## src/rtl/noc_types_pkg.sv

```systemverilog
// Shared NoC types: flit format, arbiter FSM states and port count.
package noc_types;

    localparam int unsigned NOC_PORTS      = 5;
    localparam int unsigned FLIT_PAYLOAD_W = 32;

    typedef enum logic [1:0] {
        FLIT_HEADER = 2'b00,
        FLIT_DATA   = 2'b01,
        FLIT_TAIL   = 2'b10,
        FLIT_RSVD   = 2'b11
    } e_flit_type;

    typedef struct packed {
        e_flit_type                flit_type;
        logic [FLIT_PAYLOAD_W-1:0] payload;
    } flit_t;

    typedef enum logic {ARB_IDLE, ARB_LOCKED} e_arb_state;

endpackage

```

## src/rtl/noc_rr_pick.sv

```systemverilog
// Combinational round-robin picker: first request at or after ptr, wrapping modulo N.
module noc_rr_pick #(
    parameter int unsigned N = 5,
    parameter int unsigned W = $clog2(N)
) (
    input  logic [N-1:0] req,
    input  logic [W-1:0] ptr,
    output logic [N-1:0] gnt,
    output logic [W-1:0] idx,
    output logic         any
);

    always_comb begin
        int unsigned k;
        gnt = '0;
        idx = '0;
        any = 1'b0;
        k   = 0;
        for (int unsigned off = 0; off < N; off++) begin
            // ptr < N, so a single subtraction wraps correctly for any N
            k = 32'(ptr) + off;
            if (k >= N) k = k - N;
            if (!any && req[k]) begin
                any    = 1'b1;
                gnt[k] = 1'b1;
                idx    = W'(k);
            end
        end
    end

endmodule

```

## src/rtl/noc_out_arbiter.sv

```systemverilog
// Per-output-port wormhole arbiter with a registered one-entry output stage.
// Optional protocol checker (proto_err) enabled by defining NOC_ARB_PROTO_CHK_EN.
module noc_out_arbiter
    import noc_types::*;
#(
    parameter int unsigned N_IN = NOC_PORTS,
    parameter int unsigned RR_W = $clog2(N_IN)
) (
    input  logic                clk,
    input  logic                rst_n,
    input  logic [N_IN-1:0]     in_valid,
    input  flit_t [N_IN-1:0]    in_flit,
    output logic [N_IN-1:0]     in_ready,
    output logic                out_valid,
    output flit_t               out_flit,
    input  logic                out_ready,
    output logic [RR_W-1:0]     grant_idx,
    output logic                locked
`ifdef NOC_ARB_PROTO_CHK_EN
    ,
    output logic                proto_err
`endif
);

    e_arb_state      state, state_nxt;
    logic [RR_W-1:0] rr_ptr, rr_ptr_nxt, grant_nxt;
    logic [N_IN-1:0] hdr_req, pick_gnt;
    logic [RR_W-1:0] pick_idx, sel_idx;
    logic            pick_any, slot_free, acc;
    flit_t           acc_flit;

    always_comb begin
        hdr_req = '0;
        for (int unsigned i = 0; i < N_IN; i++)
            hdr_req[i] = in_valid[i] && (in_flit[i].flit_type == FLIT_HEADER);
    end

    noc_rr_pick #(
        .N (N_IN),
        .W (RR_W)
    ) u_pick (
        .req (hdr_req),
        .ptr (rr_ptr),
        .gnt (pick_gnt),
        .idx (pick_idx),
        .any (pick_any)
    );

    assign slot_free = !out_valid || out_ready;

    always_comb begin
        in_ready   = '0;
        state_nxt  = state;
        rr_ptr_nxt = rr_ptr;
        grant_nxt  = grant_idx;
        sel_idx    = grant_idx;
        case (state)
            ARB_IDLE: begin
                sel_idx = pick_idx;
                if (pick_any && slot_free) in_ready = pick_gnt;
            end
            ARB_LOCKED: in_ready[grant_idx] = slot_free;
        endcase

        acc_flit = in_flit[sel_idx];
        acc      = |(in_valid & in_ready);

        if (acc) begin
            if (state == ARB_IDLE) begin
                state_nxt = ARB_LOCKED;
                grant_nxt = pick_idx;
            end else if (acc_flit.flit_type == FLIT_TAIL) begin
                state_nxt  = ARB_IDLE;
                rr_ptr_nxt = (grant_idx == RR_W'(N_IN - 1)) ? '0 : grant_idx + RR_W'(1);
            end
        end
    end

    always_ff @(posedge clk) begin
        if (!rst_n) begin
            state     <= ARB_IDLE;
            rr_ptr    <= '0;
            grant_idx <= '0;
            out_valid <= 1'b0;
            out_flit  <= '0;
        end else begin
            state     <= state_nxt;
            rr_ptr    <= rr_ptr_nxt;
            grant_idx <= grant_nxt;
            if (acc) begin
                out_flit  <= acc_flit;
                out_valid <= 1'b1;
            end else if (out_ready) begin
                out_valid <= 1'b0;
            end
        end
    end

    assign locked = (state == ARB_LOCKED);

`ifdef NOC_ARB_PROTO_CHK_EN
    logic idle_bad, locked_bad;

    always_comb begin
        idle_bad   = (state == ARB_IDLE) && |(in_valid & ~hdr_req);
        locked_bad = (state == ARB_LOCKED) && acc &&
                     ((acc_flit.flit_type == FLIT_HEADER) || (acc_flit.flit_type == FLIT_RSVD));
    end

    always_ff @(posedge clk) begin
        if (!rst_n)                      proto_err <= 1'b0;
        else if (idle_bad || locked_bad) proto_err <= 1'b1;
    end
`endif

endmodule

```

## config.mk

```make
export PLATFORM = sky130hd
export DESIGN_NAME = noc_out_arbiter
export DESIGN_NICKNAME = d
export VERILOG_FILES = /design/src/rtl/noc_types_pkg.sv /design/src/rtl/noc_rr_pick.sv /design/src/rtl/noc_out_arbiter.sv
export SDC_FILE = /design/constraint.sdc
export NUM_CORES = 1
export LEC_CHECK = 0
export ABC_AREA = 1
export BUFFER_PORTS_ARGS = -buffer_cell sky130_fd_sc_hd__buf_4
export CORE_MARGIN = 2
export CORE_UTILIZATION = 44
export CTS_CLUSTER_DIAMETER = 40
export DETAILED_ROUTE_END_ITERATION = 10
export GPL_TIMING_DRIVEN = 0
export HOLD_SLACK_MARGIN = 0.05
export PLACE_DENSITY = 0.87
export SETUP_SLACK_MARGIN = 0.02
export SYNTH_ARGS = -nofsm -noshare
export SYNTH_HDL_FRONTEND = slang
export SYNTH_HIERARCHICAL = 1
export SYNTH_SLANG_ARGS = --single-unit
```

## constraint.sdc

```tcl
create_clock -name clk -period 3.25 [get_ports clk]
set_clock_uncertainty 0.05 [all_clocks]
set_input_delay 0.325 -clock clk [delete_from_list [all_inputs] [get_ports clk]]
set_output_delay 0.325 -clock clk [all_outputs]
set_load 0.005 [all_outputs]
```

=== Yosys cells after proc, flatten, opt, wreduce, memory -nomap -nowiden ===
Index checks and enable logic that the tools add are counted.

* Reduce and logical (&&, ||, !) cells: 30
* Add/sub/neg operators: 10
* Mux-type cells: 52
* Bitwise operators: 7
* Equal/unequal tests: 2
* Magnitude comparators: 18

{| class="wikitable"
|+ Operators by type and width
! operator !! count
|-
| $ge 32x1->1 const B || 5
|-
| $lt 32x4->1 const B || 5
|-
| $mux 32 || 5
|-
| $ge 32x3->1 const B || 4
|-
| $sub 32x3->32 const B || 4
|-
| $bmux 34 s3 || 1
|-
| $mux 34 || 1
|-
| $mux 5 || 6
|-
| $mux 3 || 7
|-
| $mux 1 || 20
|-
| $or 5x5->5 || 4
|-
| $demux 1 s3 || 6
|-
| $logic_and 1x1->1 || 16
|-
| $bmux 1 s3 || 5
|-
| $and 5x5->5 || 2
|-
| $logic_not 2->1 || 5
|-
| $pmux 5 s2 || 1
|-
| $add 3x2->4 const B || 2
|-
| $lt 3x4->1 const B || 2
|-
| $logic_not 1->1 || 5
|-
| $reduce_or 5->1 || 1
|-
| $add 3x1->4 const B || 1
|-
| $add 3x3->4 const B || 1
|-
| $sub 3x3->4 const B || 1
|-
| other kinds (9) || 9
|}

* Flip-flop bits (word level): 42
* Input bits: 178
* Word-level logic and storage cells: 125

=== Logic depth before layout (Yosys ltp) ===
Gate-level depths: netlist of run 1.

* Depth after elaboration: 23
* Gate-level depth with buffers: 31
* Depth with buffers taken out: 31

=== Hierarchy ===
The synthesis of run 1 kept the hierarchy.

{| class="wikitable"
|+ By module, submodules not included
! module !! sequential area each (µm²) !! instances !! cells an instance !! area an instance (µm²)
|-
| noc_out_arbiter || 840.8 || 1 || 516 || 3136.8
|-
| noc_rr_pick || 0.0 || 1 || 292 || 1562.7
|}

=== Least setup slack after synthesis of run 1 ===
No wires, ideal clock.

* Path kind: register to register
* Start: register rr_ptr[0]
* End: register out_flit[12] (netlist name)
* Path buffers: 2
* Library setup time: 0.064 ns
* Cell stages (with the launch flop): 26
* Slack: -0.215 ns
* Arrival: 3.352 ns
* Cells stage by stage: dfxtp_1 > inv_2 > ha_1 > ha_1 > nand2_1 > nand3_4 > nand2_1 > nand2_1 > inv_1 > nor2_2 > nand3_1 > nand2_1 > nor2_2 > nor2_4 > nand3_1 > nand3_1 > nand2_1 > nand2_2 > buf_4 > buf_2 > o21ai_0 > o22ai_1 > nand2_1 > nand3_1 > nand2_1 > nor2_1

{| class="wikitable"
|+ RTL lines
! item !! line !! text
|-
| from (decl) || noc_out_arbiter.sv:26 || <nowiki>logic [RR_W-1:0] rr_ptr, rr_ptr_nxt, grant_nxt;</nowiki>
|-
| from (signal assigned) || noc_out_arbiter.sv:88 || <nowiki>rr_ptr <= rr_ptr_nxt;</nowiki>
|-
| parallel branches: the longest is 16 deep, another holds $sub 32x3->32 || - ||
|-
| $mux 3 (*) || noc_rr_pick.sv:23 || <nowiki>if (!any && req[k]) begin</nowiki>
|-
| named net pick_idx[0] || noc_out_arbiter.sv:28 || <nowiki>logic [RR_W-1:0] pick_idx, sel_idx;</nowiki>
|-
| $mux 3 (*) || noc_out_arbiter.sv:57 || <nowiki>case (state)</nowiki>
|-
| $bmux 34 s3 (*) || noc_out_arbiter.sv:65 || <nowiki>acc_flit = in_flit[sel_idx];</nowiki>
|-
| $mux 34 (implied by the code) (*) || noc_out_arbiter.sv:65 ||
|-
| to (signal assigned) || noc_out_arbiter.sv:91 || <nowiki>out_flit <= acc_flit;</nowiki>
|-
| to (decl) || noc_out_arbiter.sv:15 || <nowiki>output flit_t out_flit,</nowiki>
|}

Mark *: on every way through the listed nets, which the timed path passes. The select of a mux whose other input is x is not followed.
A chain may end at the register's enable or synchronous reset.

=== Final worst setup path of run 1 ===
* Start: input in_flit[168] (netlist name)
* End: register rr_ptr[2]

{| class="wikitable"
|+ RTL lines
! item !! line !! text
|-
| from (decl) || noc_out_arbiter.sv:12 || <nowiki>input flit_t [N_IN-1:0] in_flit,</nowiki>
|-
| $logic_not 2->1 (*) || noc_out_arbiter.sv:35 || <nowiki>hdr_req[i] = in_valid[i] && (in_flit[i].flit_type == FLIT_HEADER);</nowiki>
|-
| $logic_and 1x1->1 (*) || noc_out_arbiter.sv:35 ||
|-
| named net hdr_req[4] || noc_out_arbiter.sv:27 || <nowiki>logic [N_IN-1:0] hdr_req, pick_gnt;</nowiki>
|-
| $bmux 1 s3 || noc_rr_pick.sv:23 ||
|-
| $mux 1 (implied by the code) || noc_rr_pick.sv:23 ||
|-
| $mux 1 || noc_rr_pick.sv:23 ||
|-
| $logic_not 1->1 || noc_rr_pick.sv:23 ||
|-
| $logic_and 1x1->1 || noc_rr_pick.sv:23 ||
|-
| (+8 left out) || - ||
|-
| $logic_and 1x1->1 || noc_rr_pick.sv:23 ||
|-
| $mux 3 (*) || noc_rr_pick.sv:23 ||
|-
| named net pick_idx[0] || noc_out_arbiter.sv:28 ||
|-
| $mux 3 (*) || noc_out_arbiter.sv:57 ||
|-
| $bmux 34 s3 (*) || noc_out_arbiter.sv:65 ||
|-
| $mux 34 (implied by the code) (*) || noc_out_arbiter.sv:65 ||
|-
| $eq 2x2->1 (*) || noc_out_arbiter.sv:72 || <nowiki>end else if (acc_flit.flit_type == FLIT_TAIL) begin</nowiki>
|-
| $reduce_and 3->1 (no line) (*) || - ||
|}

The timed path passes the listed nets; every way through them passes the cells marked *. The select of a mux whose other input is x is not followed.

==> results of run 1 <==
## metal layers
layer,track usage,part of all wire,vias to the layer above
met1,0.4426,0.31,3591
met4,0.1740,0.11,8
li1,-,-,3335
met2,0.6329,0.44,849
met3,0.08172,0.14,345
met5,0,0.0065,-
## what timing repair did
item,CTS,global route
endpoints found under the setup margin,47,47
gates cloned,4,9
pin swaps,61,61
gates resized for setup,186,172
setup buffers,48,19
## cell usage in the layout, fill, tap and decap left out, types with 6 or more instances in the layout
cell type and instances:
nand3_4 9, a21oi_1 28, o21ai_1 31, nor2_1 115
buf_4 270, nor2_2 14, nand3_1 21, nor3_1 6
o21ai_0 43, nand4_1 10, nor2_4 14, a22oi_1 14
inv_2 19, clkbuf_16 7, o22ai_1 32, clkbuf_8 6
nand2_2 55, ha_1 8, buf_8 9, inv_1 23
o21ai_2 27, buf_6 34, dfxtp_1 39, ha_4 6
nand2_1 151, nand2_4 17, nand3_2 40
## cell families (layout without fill, tap and decap cells)
kind of cell               Yosys count  after routing  share of synthesized area
and+or+nand+nor                    464            466                     0.4484
buffers and inverters               93            398                    0.09238
adders and majority gates           15             15                    0.04153
xor gates and xnor gates             1              1                   0.003462
AOI/OAI and AO/OA                  193            193                     0.2354
DFF                                 42             42                     0.1789
## layout make-up
cell class              instances  area share
plain buffers                  40     0.05031
clock buffers                   7     0.01009
clock inverters                 1    0.001024
inverters                      53     0.02837
multi-input cells             675      0.5010
flip-flops and latches         42     0.09959
well taps                     136     0.01989
repair buffers                297      0.2897
## stage by stage
step	instance area [um^2]	hold slack (ps)	util	setup WS, ps	power [mW]
2_1_floorplan	4723	409.8	-	38.86	4.977
3_3_place_gp	6545	402.6	0.6312	-749.0	6.622
3_5_place_dp	6545	405.9	0.6312	-809.3	6.688
4_1_cts	7651	263.2	0.7378	-80.01	8.688
5_1_grt	8556	281.8	0.8250	-1296	11.92
6_report	8556	267.4	0.8250	-1141	11.45
## worst register-to-register path, delay by kind of cell (launching register included)
kind | cells | cell delay [ps]
buffers and inverters | 5 | 500
DFF | 1 | 430
and+or+nand+nor | 20 | 2720
adders and majority gates | 1 | 250
## registers in the layout, summed over array words and instances (netlist names)
name       flops
out_flit      34
grant_idx      3
rr_ptr         3
locked         1
out_valid      1
## report_power, final
part / leakage (nW) / internal [mW] / switching, mW / total, mW
registers: 0.346 / 0.642 / 0.105 / 0.747
logic: 3.68 / 4.30 / 6.02 / 10.3
clock network: 0.0489 / 0.176 / 0.198 / 0.375
## worst max-delay path by stage
stage / from / endpoint / slack (ps) / cells past startpoint
final: in_flit[168] / rr_ptr[2]$_SDFFE_PN0P_ / -1140 / 22
after global routing: in_flit[168] / out_flit[28]$_SDFFE_PN0P_ / -1300 / 21
after CTS: rr_ptr[1]$_SDFFE_PN0P_ / in_ready[3] / -80 / 19
after detailed placement: rr_ptr[1]$_SDFFE_PN0P_ / out_flit[18]$_SDFFE_PN0P_ / -810 / 25
after global placement: rr_ptr[1]$_SDFFE_PN0P_ / out_flit[14]$_SDFFE_PN0P_ / -750 / 20
after floorplan: rr_ptr[1]$_SDFFE_PN0P_ / out_flit[12]$_SDFFE_PN0P_ / 40 / 25
==> metrics.md, run 1 <==
| Metric | Value |
|---|---|
| Status | `finished with violations` |
| Failing checks | `design-rule violations, max-capacitance violations, max-slew violations, negative setup slack` |
| Nets@finish | `1307` |
| Reg clk slew, reported paths | `90 ps` |
| Root Driver | `clkbuf_8` |
| Fraction of registers with async set/reset | `0` |
| Hold Crit Start | `in_flit[159]` |
| GP Congestion | `1.007` |
| Worst Path Required | `3390 ps` |
| CTS Buffer Depth | `2` |
| Share of cells above drive strength 1 | `0.5220` |
| Syn Std Cell Area | `4700 um^2` |
| Leak | `4.078 nW` |
| Multi-input gate area | `4287 um^2` |
| Hold depth | `3` |
| Syn_area_per_cell | `5.816 um^2` |
| Synth top cells by count | `nand2_1 (206), nor2_1 (133), o21ai_0 (73)` |
| Detail-routed net length per standard cell | `23.68 um` |
| Vias per cell | `6.497` |
| Slowest Stage Delay on Critical Path | `1390 ps` |
| H-tree depth | `2` |
| Worst Path Buf+Inv | `3` |
| Sequential share of the synthesized area | `0.1789` |
| Hold Crit Class | `in2reg` |
| First-pass GRT wire length | `33710 um` |
| Tmin final | `4391 ps` |
| Setup WS post-layout | `-1141 ps` |
| Cell taking the most area after synthesis | `dfxtp_1` |
| Largest net degree at the start of global routing | `14` |
| Final period util | `1.351` |
| CP Cell Sequence | `buf_4 -> nor3b_1 -> nand2_1 -> nand3_1 -> nand2_2 -> nand2_2 -> nand2_4 -> nand3_4 -> nor2_4 -> nor2_2 -> nand3_2 -> nand2_2 -> nand2_4 -> nor3_4 -> buf_6 -> nand2_2 -> nand2_4 -> inv_2 -> nand2_2 -> nor2_4 -> nor2_1 -> nor2_1` |
| Fin. Hold Viols | `0` |
| Die W | `107.3 um` |
| FMAX | `227.8 MHz` |
| Clk_lat worst skew | `300 ps` |
| Worst Path Max Fanout | `8` |
| Path type of the worst setup path | `in2reg` |
| CP arrival | `4530 ps` |
| Slew HR | `-0.2007` |
| Reg-to-reg slack, setup | `-790 ps` |
| Critical path capture point type | `register` |
| Drt pass-1 iters | `11` |
| Number of global-route vias before repair | `6706` |
| Initial antenna violation count | `0` |
| P per Cell Area | `1338 nW/um^2` |
| Net count after synthesis | `1001` |
| Row count | `37` |
| Total gr overflow | `0` |
| Delay-heaviest family, CP | `simple AND/OR/NAND/NOR gates` |
| Most frequent CP cell | `nand2_2` |
| Worst Tran Pin Value | `1797 ps` |
| Final setup TNS | `-44090 ps` |
| Initial Util | `0.4532` |
| Worst setup SP type | `input pin` |
| Setup Viol. Count Final | `47` |
| Antenna viol nets, final | `0` |
| Buffers on Ports | `220` |
| Share of the synthesized area in the top cell type | `0.1789` |
| Post-synth top flop | `dfxtp_1` |
| Cell count after placement | `1164` |
| Routed WL | `29630 um` |
| Tot GR Track Use | `0.3713` |
| Die height | `107.3 um` |
| Core ar. | `10370 um^2` |
| EDFF count, synth | `0` |
| RSZ-0062 raised after global routing | `true` |
| Ys Warns | `6` |
| Ports | `222` |
| Die area | `11520 um^2` |
| Detail Placement HPWL | `16080 um` |
| Distinct cell type count after synthesis | `43` |
| Most frequent cell after synthesis | `nand2_1` |
| Vias post-DR | `8128` |
| TritonCTS clock tree | `built` |
| Post-route insts no fill | `1251` |
| DRC Markers | `15` |
| Total CTS buffers | `5` |
| Hold path endpoint | `out_flit[23]$_SDFFE_PN0P_` |
| CP max stage cell | `nor3b_1` |
| R2R depth | `26` |
| Final Slew Violations | `6` |
| Synth area leaders | `dfxtp_1 (18%), nand2_1 (16%), nor2_1 (11%), o21ai_0 (7.8%), nand3_1 (6.3%)` |
| Reg2reg start | `rr_ptr[1]$_SDFFE_PN0P_` |
| Worst reg2reg endpoint | `rr_ptr[2]$_SDFFE_PN0P_` |
| Sink Count | `42` |
| N_diodes | `0` |
| Initial drt markers | `1311` |
| Max cap viols | `1` |
| Hold buffers post-CTS | `0` |
| Worst vdd ir | `0.0009120 V` |
| Layout area overhead | `82.06%` |
| Sequential cell area | `852.1 um^2` |
| Post-synthesis register bit count | `42` |
| Synth Instances | `808` |
| Fill cell count | `616` |
Power figures use the tool's default switching activity.
==> run 2, diff against run 1 <==
Settings changed: PLACE_DENSITY 0.87 to default, PLACE_DENSITY_LB_ADDON from default to 0.08, TNS_END_PERCENT from default to 1.
==> run 2 against run 1 <==
Net effect:
- sequential share of layout area increased by 1.4 points
- sequential power fell by 2.9%
- the flow finishes with violations (negative setup slack)
- core utilization shrank 10 points
- clock power fell by 2%
- critical endpoint is now rr_ptr[0]$_SDFFE_PN0P_
==> metrics.md, run 2 (synthesis gave the netlist of run 1 again) <==
| Metric | Value |
|---|---|
| Status | `finished with violations` |
| Failing checks | `negative setup slack` |
| Dpl cell area | `6545 um^2 (unchanged)` |
| Path type of the worst setup path | `reg2reg` |
| Ports | `222 (unchanged)` |
| Setup WS post-layout | `-244.8 ps (+895.8 ps)` |
| Final core occ | `0.7233 (-0.1017)` |
| Initial drt markers | `523 (-60%)` |
| Core ar. | `10370 um^2 (unchanged)` |
| Routed WL | `19640 um (-34%)` |
| Detail Placement HPWL | `14570 um (-9.4%)` |
| Die W | `107.3 um (unchanged)` |
| Reg2reg start | `rr_ptr[0]$_SDFFE_PN0P_` |
| Antenna viol nets, final | `0 (unchanged)` |
| Setup WS pre-CTS | `-784.5 ps (+24.80 ps)` |
| Top flop regs | `out_flit x34, grant_idx x3, rr_ptr x3` |
| Worst setup SP type | `register` |
| Number of global-route vias before repair | `5990 (-11%)` |
| Final period util | `1.075 (-0.2756)` |
| Die area | `11520 um^2 (unchanged)` |
| Drt pass-1 iters | `6 (-5)` |
| Hold Slack | `254.0 ps (-13.35 ps)` |
| Total gr overflow | `0 (unchanged)` |
| TritonCTS clock tree | `built` |
| Initial Util | `0.4532 (unchanged)` |
| Hold Crit Class | `in2reg` |
| Buffers on Ports | `220 (unchanged)` |
| Worst reg2reg endpoint | `rr_ptr[0]$_SDFFE_PN0P_` |
| Most common cell after layout, fill and taps aside | `buf_4` |
| Worst Path Max Fanout | `8 (unchanged)` |
| RSZ-0062 raised after global routing | `true` |
| Root Driver | `clkbuf_8` |
| Tot GR Track Use | `0.3096 (-0.06169)` |
| CTS Buffer Depth | `2 (unchanged)` |
| DRC Markers | `0 (-15)` |
| First-pass GRT wire length | `28750 um (-15%)` |
| Hold buffers post-CTS | `0 (unchanged)` |
| Hold Crit Start | `in_flit[157]` |
| Vias post-DR | `6624 (-19%)` |
| Sink Count | `42 (unchanged)` |
| Nets@finish | `1271 (-2.8%)` |
| Total CTS buffers | `5 (unchanged)` |
| Hold path endpoint | `out_flit[21]$_SDFFE_PN0P_` |
| Commonest non-fill, non-tap cells in the layout | `buf_4 (265), nand2_1 (180), nor2_1 (122)` |
| Clk_lat worst skew | `310 ps (about the same)` |
| Tot Pwr | `8.646 mW (-24%)` |
| Die height | `107.3 um (unchanged)` |
| Final Slew Violations | `0 (-6)` |
| Layout area overhead | `59.61%` |
| GP Congestion | `0.8960 (-11%)` |
| Slew HR | `0.4006 (+0.6013)` |
| Detail-routed net length per standard cell | `16.17 um (-32%)` |
| Worst Path Required | `3440 ps (+50 ps)` |
| Worst vdd ir | `0.0006279 V (-31%)` |
| Max cap viols | `0 (-1)` |
| Worst Tran Pin Value | `897.2 ps (-900.0 ps)` |
| Row count | `37 (unchanged)` |
| Largest register FFs | `34 (unchanged)` |
| Reg-to-reg slack, setup | `-240 ps (+550 ps)` |
| Tmin final | `3495 ps (-895.8 ps)` |
| Critical path capture point type | `register` |
| Setup Viol. Count Final | `47 (unchanged)` |
| CP arrival | `3690 ps (-840 ps)` |
| Share of cells above drive strength 1 | `0.4180 (-0.1040)` |
| Initial antenna violation count | `0 (unchanged)` |
| Most flop-heavy register | `out_flit` |
| R2R depth | `26 (unchanged)` |
| FMAX | `286.1 MHz (+26%)` |
| P per Cell Area | `1153 nW/um^2 (-14%)` |
| Vias per cell | `5.452 (-16%)` |
| Post-route cell area | `7501 um^2 (-12%)` |
| Fin. Hold Viols | `0 (unchanged)` |
| Largest net degree at the start of global routing | `14 (unchanged)` |
| Leak | `3.651 nW (-10%)` |
| N_diodes | `0 (unchanged)` |
| Hold depth | `3 (unchanged)` |
| H-tree depth | `2 (unchanged)` |
| Reg clk slew, reported paths | `90 ps (about the same)` |
run 2: layout make-up:
type,instances,area [um^2]
clock inverters,2,12.51
clock buffers,6,82.58
multi-input cells,674,3774
well taps,136,170.2
plain buffers,39,352.8
repair buffers,263,2036
flip-flops and latches,42,852.1
fillers,921,2869
inverters,53,221.5
run 2: worst max path at each step:
| stage | from | to | depth (start not counted) |
|---|---|---|---|
| final | rr_ptr[0]$_SDFFE_PN0P_ | rr_ptr[0]$_SDFFE_PN0P_ | 26 |
| after global routing | rr_ptr[0]$_SDFFE_PN0P_ | rr_ptr[0]$_SDFFE_PN0P_ | 30 |
| after CTS | rr_ptr[0]$_SDFFE_PN0P_ | out_flit[26]$_SDFFE_PN0P_ | 25 |
| after detailed placement | rr_ptr[1]$_SDFFE_PN0P_ | out_flit[21]$_SDFFE_PN0P_ | 22 |
| after global placement | rr_ptr[1]$_SDFFE_PN0P_ | out_flit[17]$_SDFFE_PN0P_ | 24 |
| after floorplan | rr_ptr[1]$_SDFFE_PN0P_ | out_flit[12]$_SDFFE_PN0P_ | 25 |
run 2: per-layer routing:
| metal | part of all wire | global-route usage |
|---|---|---|
| met5 | 0 | 0 |
| met4 | 0.034 | 0.1200 |
| met3 | 0.074 | 0.05872 |
| met2 | 0.48 | 0.5154 |
| met1 | 0.41 | 0.3953 |
run 2: worst max-delay path, stage by stage, from the launching register on:
cell     delay (ps)
dfxtp_4         380
inv_8            80
ha_4            140
inv_1            50
fa_1            430
inv_1            70
nand2_1          70
nand2_2         110
nand2_1          90
inv_2            70
nand3_1          70
nand3_2         120
nand3_4         110
nor2_4          200
nand3_2         110
nand3_4         120
nand2_2          70
o21ai_4         140
buf_4           180
nand3_1          80
nand3_1         100
nand2_2         100
inv_2            80
nand2_2          70
nor2_4          150
nor2_1           60
nor2_1          110
run 2: report_power, final:
group          leakage (nW)  internal, mW  total (mW)  switching [mW]
Sequential            0.346         0.642       0.725          0.0831
Clock                0.0472         0.171       0.367           0.195
Combinational          3.26          3.15        7.55            4.40
run 2: what timing repair did:
item,4_1_cts,5_1_grt
gates cloned,0,2
buffers inserted,14,28
gates resized for setup,88,82
hold endpoints to repair,0,0
endpoints found under the setup margin,47,47
pin swaps,21,43
run 2: through the flow:
stage          std cells  setup TNS (ps)
4_1_cts             1186           -6143
3_3_place_gp        1164          -27150
2_1_floorplan        808               0
5_1_grt             1215          -17820
3_5_place_dp        1164          -27740
6_report            1215           -7738
